<file path="config.mk">
export PLATFORM = sky130hd
export DESIGN_NAME = sram_arbiter
export DESIGN_NICKNAME = d
export VERILOG_FILES = /design/src/rtl/sram_arbiter.sv
export SDC_FILE = /design/constraint.sdc
export NUM_CORES = 1
export LEC_CHECK = 0
export ABC_AREA = 0
export BUFFER_PORTS_ARGS = -buffer_cell sky130_fd_sc_hd__buf_2
export CORE_AREA = 10 10 114 116
export CTS_CLUSTER_SIZE = 10
export DETAILED_ROUTE_END_ITERATION = 16
export DIE_AREA = 0 0 124 126
export GPL_TIMING_DRIVEN = 0
export PLACE_DENSITY = 0.52
export SLEW_MARGIN = 15
export SYNTH_ARGS = -nofsm -noshare
export SYNTH_HDL_FRONTEND = slang
export SYNTH_SLANG_ARGS = --single-unit
</file>
<file path="constraint.sdc">
create_clock -name clk -period 2.4 [get_ports clk]
set_input_delay 0.12 -clock clk [delete_from_list [all_inputs] [get_ports clk]]
set_output_delay 0.12 -clock clk [all_outputs]
set_load 0.1 [all_outputs]
</file>
<file path="src/rtl/sram_arbiter.sv">
// Shares one single-port synchronous SRAM between instruction fetch and data access.
// Data has fixed priority, but a fetch that keeps losing is eventually granted.
module sram_arbiter #(
  parameter int unsigned LAT      = 1,
  parameter int unsigned MAX_WAIT = 3
) (
  input  logic        clk,
  input  logic        reset,
  input  logic        inst_req,
  input  logic [3:0]  inst_we,
  input  logic [31:0] inst_addr,
  input  logic [31:0] inst_wdata,
  output logic        inst_addr_ok,
  output logic        inst_data_ok,
  output logic [31:0] inst_rdata,
  input  logic        inst_cancel,
  input  logic        data_req,
  input  logic [3:0]  data_we,
  input  logic [31:0] data_addr,
  input  logic [31:0] data_wdata,
  output logic        data_addr_ok,
  output logic        data_data_ok,
  output logic [31:0] data_rdata,
  output logic        sram_en,
  output logic [3:0]  sram_we,
  output logic [31:0] sram_addr,
  output logic [31:0] sram_wdata,
  input  logic [31:0] sram_rdata
);

  localparam logic [3:0] MaxWait = 4'(MAX_WAIT);

  logic           grant_inst;
  logic           grant_data;
  logic           grant_any;
  logic [3:0]     starve_cnt_q, starve_cnt_d;
  logic [LAT-1:0] tag_vld_q, tag_vld_d;
  logic [LAT-1:0] tag_own_q, tag_own_d;
  logic [LAT-1:0] tag_dead_q, tag_dead_d;
  logic           resp_vld;

  // Grants are forced low during reset so that no access starts and no tag is loaded.
  always_comb begin
    grant_inst = ~reset & inst_req & ~inst_cancel & (~data_req | (starve_cnt_q == MaxWait));
    grant_data = ~reset & data_req & ~grant_inst;
    grant_any  = grant_inst | grant_data;
  end

  always_comb begin
    starve_cnt_d = starve_cnt_q;
    if (grant_inst || !inst_req) begin
      starve_cnt_d = '0;
    end else if (starve_cnt_q != MaxWait) begin
      starve_cnt_d = starve_cnt_q + 4'd1;
    end
  end

  // A redirect marks every in-flight fetch dead as it shifts, so it never reaches the IF stage.
  always_comb begin
    tag_vld_d     = '0;
    tag_own_d     = '0;
    tag_dead_d    = '0;
    tag_vld_d[0]  = grant_any;
    tag_own_d[0]  = grant_data;
    tag_dead_d[0] = 1'b0;
    for (int i = 1; i < LAT; i++) begin
      tag_vld_d[i]  = tag_vld_q[i-1];
      tag_own_d[i]  = tag_own_q[i-1];
      tag_dead_d[i] = tag_dead_q[i-1] | (inst_cancel & tag_vld_q[i-1] & ~tag_own_q[i-1]);
    end
  end

  always_ff @(posedge clk) begin
    if (reset) begin
      starve_cnt_q <= '0;
      tag_vld_q    <= '0;
      tag_own_q    <= '0;
      tag_dead_q   <= '0;
    end else begin
      starve_cnt_q <= starve_cnt_d;
      tag_vld_q    <= tag_vld_d;
      tag_own_q    <= tag_own_d;
      tag_dead_q   <= tag_dead_d;
    end
  end

  always_comb begin
    resp_vld     = ~reset & tag_vld_q[LAT-1] & ~tag_dead_q[LAT-1];
    inst_data_ok = resp_vld & ~tag_own_q[LAT-1];
    data_data_ok = resp_vld & tag_own_q[LAT-1];
    inst_rdata   = inst_data_ok ? sram_rdata : '0;
    data_rdata   = data_data_ok ? sram_rdata : '0;
    inst_addr_ok = grant_inst;
    data_addr_ok = grant_data;
    sram_en      = grant_any;
    sram_we      = '0;
    sram_addr    = '0;
    sram_wdata   = '0;
    if (grant_inst) begin
      sram_we    = inst_we;
      sram_addr  = inst_addr;
      sram_wdata = inst_wdata;
    end else if (grant_data) begin
      sram_we    = data_we;
      sram_addr  = data_addr;
      sram_wdata = data_wdata;
    end
  end

endmodule

</file>
# Word-level counts from Yosys, hierarchy flattened
# Cells that the tools add are included.
totals:
  reg_bits: 6
  inputBits: 173
  out_inout_bits: 137
  word_cells: 32
op_classes:
  addsub: 1
  eq_ne: 2
  mux: 8
  n_bitwise: 15
  n_reduce_logical: 3
op_table:
  columns: ["op", "n"]
  rows:
  - ["32-bit two-way mux", 6]
  - ["1-bit bitwise AND", 8]
  - ["4-bit two-way mux", 2]
  - ["1-bit NOT", 5]
  - ["4-bit by 1-bit adder with 4-bit output (second input constant)", 1]
  - ["4-bit by 2-bit equality test with 1-bit output (second input constant)", 1]
  - ["4-bit by 2-bit inequality test with 1-bit output (second input constant)", 1]
  - ["1-bit bitwise OR", 2]
  - ["2-bit OR reduction", 1]
  - ["1-bit zero test", 1]
  - ["1-bit logical OR", 1]

# Depth between registers and ports, before layout
logic_depth:
  depth_word: 8
  depth_mapped: 6
  depth_no_buf: 4

# Worst setup path after synthesis
# OpenSTA, ideal clock, no wires.
synth_timing:
  path_kind: "flip-flop to output port"
  start: "register starve_cnt_q[0]"
  end: "output port sram_addr[15]"
  arrival_ns: 2.928
  required_time_ns: 2.280
  setup_slack_ns: -0.648
  stages_incl_launch_ff: 6
  n_path_buf: 1
  cell_sequence: "dfxtp_1 > ha_1 > nor3b_1 > a21oi_1 > clkbuf_1 > a22o_1"
synth_via:
  elab_chain_len: 7
synth_lines:
  columns: ["element", "line", "source"]
  rows:
  - ["start, declared", "36", "logic [3:0] starve_cnt_q, starve_cnt_d;"]
  - ["start signal, assigned", "80", "starve_cnt_q <= starve_cnt_d;"]
  - ["4-bit by 2-bit equality test with 1-bit output", "44", "grant_inst = ~reset & inst_req & ~inst_cancel & (~data_req | (starve_cnt_q == MaxWait));"]
  - ["1-bit bitwise OR", "44", null]
  - ["1-bit bitwise AND", "44", null]
  - ["1-bit NOT", "45", "grant_data = ~reset & data_req & ~grant_inst;"]
  - ["1-bit bitwise AND", "45", null]
  - ["named net data_addr_ok", "21", "output logic data_addr_ok,"]
  - ["32-bit two-way mux", "103", "end else if (grant_data) begin"]
  - ["32-bit two-way mux", "99", "if (grant_inst) begin"]
  - ["end, declared", "26", "output logic [31:0] sram_addr,"]
# The timed path passes the listed nets, and every way through them passes these cells.

# Worst setup path after layout
layout_timing:
  start: "register starve_cnt_q[1]"
  end: "output port sram_wdata[18]"
layout_via:
  elab_chain_len: 7
layout_lines:
  columns: ["element", "line", "source"]
  rows:
  - ["4-bit by 2-bit equality test with 1-bit output *", "44", null]
  - ["1-bit bitwise OR *", "44", null]
  - ["1-bit bitwise AND *", "44", null]
  - ["1-bit NOT", "45", null]
  - ["1-bit bitwise AND", "45", null]
  - ["32-bit two-way mux", "103", null]
  - ["32-bit two-way mux *", "99", null]
  - ["end, declared", "27", "output logic [31:0] sram_wdata,"]
# Mark *: on every way between the ends. The rest lies on a longest branch, timed or not.

==> results.py <==
metrics = {
    "layout": {
        "finalNonFillerCells": 639,
        "fill_cells": 1140,
        "multi_input_area_um2": 1230,
        "seq_area_um2": 125,
        "final_util_pct": 36.1,
        "area_growth_pct": 179,
        "drive_above_1_share_pct": 71.3,
        "antenna_cells": 0,
        "fin_nets": 675,
    },
    "placed_design": {
        "port_buffers": 309,
        "hpwl_um": 10000,
        "place_inst": 632,
        "gp_congestion": 0.827,
    },
    "power_and_ir_drop": {
        "leakage_uw": 0.00221,
        "finalPower_uw": 1410,
        "seqPwrFrac_pct": 7.5,
        "p_int_uw": 549,
        "p_sw_share_pct": 61.1,
        "p_per_area_nw_per_um2": 365,
        "pwr-share-comb_pct": 81.9,
        "peakVddDrop_v": 0.000207,
        "pwr-share-clk_pct": 10.6,
        "switching_power_uw": 860,
    },
    "clock_network": {
        "cts_root_buf": "clkbuf_8",
        "ctsLongestPathBuffers": 2,
        "clock-sinks": 6,
        "path_clk_slew_ps": 40,
        "tritoncts": "yes",
        "htreeDepth": 1,
        "cts-buffers-inserted": 3,
        "holdBufCountCts": 0,
        "clk_latency_ps": 220,
    },
    "setup_path": {
        "crit_family": "buffers and inverters",
        "arrival_ps": 2220,
        "cp-end-kind": "output port",
        "cp_num_buf_inv": 3,
        "critPathKind": "reg -> out",
        "crit_top_cell": "buf_12",
        "crit_path_max_incr_delay_ps": 410,
        "cp_cell_sequence": "ha_4, or3b_4, a211oi_4, buf_12, clkbuf_4, a22o_1, buf_12",
        "crit_fanout": 10,
        "critPathRequiredTime_ps": 2280,
        "critical-path-slowest-cell": "or3b_4",
        "cp-start-kind": "flop",
    },
    "detailed_routing": {
        "vias_per_cell": 4.28,
        "ant_nets": 0,
        "wl_um": 11700,
        "drcViolationCount": 0,
        "dr.pass1.iters": 4,
        "vias": 2735,
        "drt_iter0_markers": 72,
        "routedWlPerCell_um": 18.3,
    },
    "logic_synthesis": {
        "synth_top_family_by_area": "compound AO/OA/AOI/OAI gates",
        "synth.cell_area_um2": 1380,
        "synth-compound-area-share_pct": 45.6,
        "synth-simple-area-share_pct": 36.1,
        "ys_seq_area_share_pct": 8.68,
        "ys_warn_count": 0,
        "synth_fa_ha_area_share_pct": 0.904,
        "muxShareOfSynthArea_pct": 0.723,
        "synthXorXnorAreaFrac_pct": 1.27,
        "synth.avg_cell_area_um2": 7.56,
        "synth.net_count": 357,
        "syn_inst": 183,
        "yosysUniqueCellTypes": 23,
        "synth_seq_cells": 6,
    },
    "timing": {
        "fin_crit_ps": 2340,
        "slew_headroom_pct": 50.0,
        "rsz0062_at_grt": "yes",
        "worstMarginPinSlew_ps": 748,
        "whs_ps": 129,
        "max_freq_mhz": 428,
        "finalHoldViolCount": 0,
        "slew_viol_final": 0,
        "finClkSkew_ps": 2.18,
        "min_period_over_period_pct": 97.3,
        "finalSetupViolations": 0,
    },
    "flow_run": {
        "drv_cap": 0,
    },
    "floorplanning": {
        "fp.coreArea_um2": 10700,
        "die_x_um": 124,
        "ios": 310,
        "start_util_pct": 12.9,
        "die_area_um2": 15600,
        "num_rows": 38,
        "die_h_um": 126,
    },
    "global_routing": {
        "grt_pass1_vias": 2957,
        "grt_pass1_wl_um": 16100,
        "grt_max_degree": 11,
        "gr-total-overflow": 0,
        "grt_use_total_pct": 12.8,
        "antenna_found_initial": 0,
    },
    "min_path": {
        "hold_class": "in -> reg",
    },
    "run_status": {
        "status": "finished, final reports clean",
    },
}
-- through the flow --
stage | area (um^2) | setup slack (ps) | TNS [ps]
4_1_cts | 3550 | 0.0471 | 0
5_1_grt | 3860 | -33.7 | -144
2_1_floorplan | 1410 | 11.8 | 0
6_report | 3860 | 64.5 | 0
3_3_place_gp | 3140 | -405 | -17410
3_5_place_dp | 3140 | -469 | -20360
-- cells in the final DEF, fill, tap and decap left out, types with 2 or more instances in the layout --
cell type,count
a21oi_1,2
a22o_1,48
a22o_2,19
and2_1,64
buf_12,22
buf_2,242
buf_4,21
buf_6,22
buf_8,10
clkbuf_1,6
clkbuf_2,5
clkbuf_4,4
clkbuf_8,3
dfxtp_1,4
nand2b_1,3
nor2_1,3
nor3_1,3
-- cell type report --
type	instances	area share [%]
repair buffers	313	56.1
clock buffers	3	1.07
flip-flops and latches	6	3.24
multi-input cells	157	31.9
plain buffers	20	3.21
well taps	140	4.54
-- cell families after synthesis --
group,after synthesis
and+or+nand+nor,80
AOI/OAI and AO/OA,73
buffers and inverters,20
DFF,6
xor gates and xnor gates,2
muxes,1
adders and majority gates,1
-- path summary, 6_finish.rpt --
path                                      from                      endpoint  slack [ps]  cells after the start
setup / recovery  starve_cnt_q[1]$_SDFFE_PP0N_                sram_wdata[18]          60                      7
hold reg to reg   starve_cnt_q[0]$_SDFFE_PP0N_  starve_cnt_q[0]$_SDFFE_PP0N_         550                      2
setup reg to reg  starve_cnt_q[1]$_SDFFE_PP0N_  starve_cnt_q[1]$_SDFFE_PP0N_         920                      4
hold / removal                           reset          tag_vld_q$_SDFF_PP0_         130                      2
-- routing by layer --
| metal | global-route usage (%) | routed length (um) |
|---|---|---|
| met1 | 11.8 | 3550 |
| met4 | 2.44 | 160 |
| met2 | 25.0 | 6110 |
| met5 | 0 | 0 |
| met3 | 5.59 | 1850 |
-- power by group through the flow --
| stage | sequential (uW) | combinational [uW] | clock (uW) |
|---|---|---|---|
| 2_1_floorplan | 107 | 761 | 0 |
| 3_3_place_gp | 107 | 1010 | 0 |
| 3_5_place_dp | 107 | 1020 | 0 |
| 4_1_cts | 106 | 1100 | 155 |
| 5_1_grt | 106 | 1200 | 160 |
| 6_report | 106 | 1150 | 149 |
-- what timing repair did --
action                     4_1_cts  5_1_grt
gates cloned                     0        0
setup endpoints to repair       70       69
pin swaps                        2        3
setup buffers                    3        1
gates resized for setup        110       80
-- flip-flops by register name, indices dropped and copies added (netlist names) --
name	flops
starve_cnt_q	4
tag_vld_q	1
tag_own_q	1
-- cells in the mapped netlist --
cell      number  area share (%)
nor2b_1        1            0.45
ha_1           1            0.90
mux2i_1        1            0.72
nor3_1         3             1.1
buf_6          1            0.81
nor3b_1        2             1.1
and3b_1        1            0.63
nor2_1         3            0.81
xor2_1         1            0.63
or3b_4         1            0.81
nand3_1        1            0.36
xnor2_1        1            0.63
a22o_1        68              43
nand2b_1       3             1.4
buf_2          6             2.2
a21oi_1        3             1.1
clkbuf_1      12             3.3
and2_1        64              29
dfxtp_1        6             8.7
buf_4          1            0.54
nand3b_1       1            0.54
a211oi_1       1            0.54
a211oi_2       1            0.90
-- worst reg2reg max path: cells and delay by family (launching register included) --
kind	cells	cell delay, ps
compound gates	1	340
fa+ha+maj	1	150
flops	1	350
simple gates	2	510
Power figures use the tool's default switching activity.
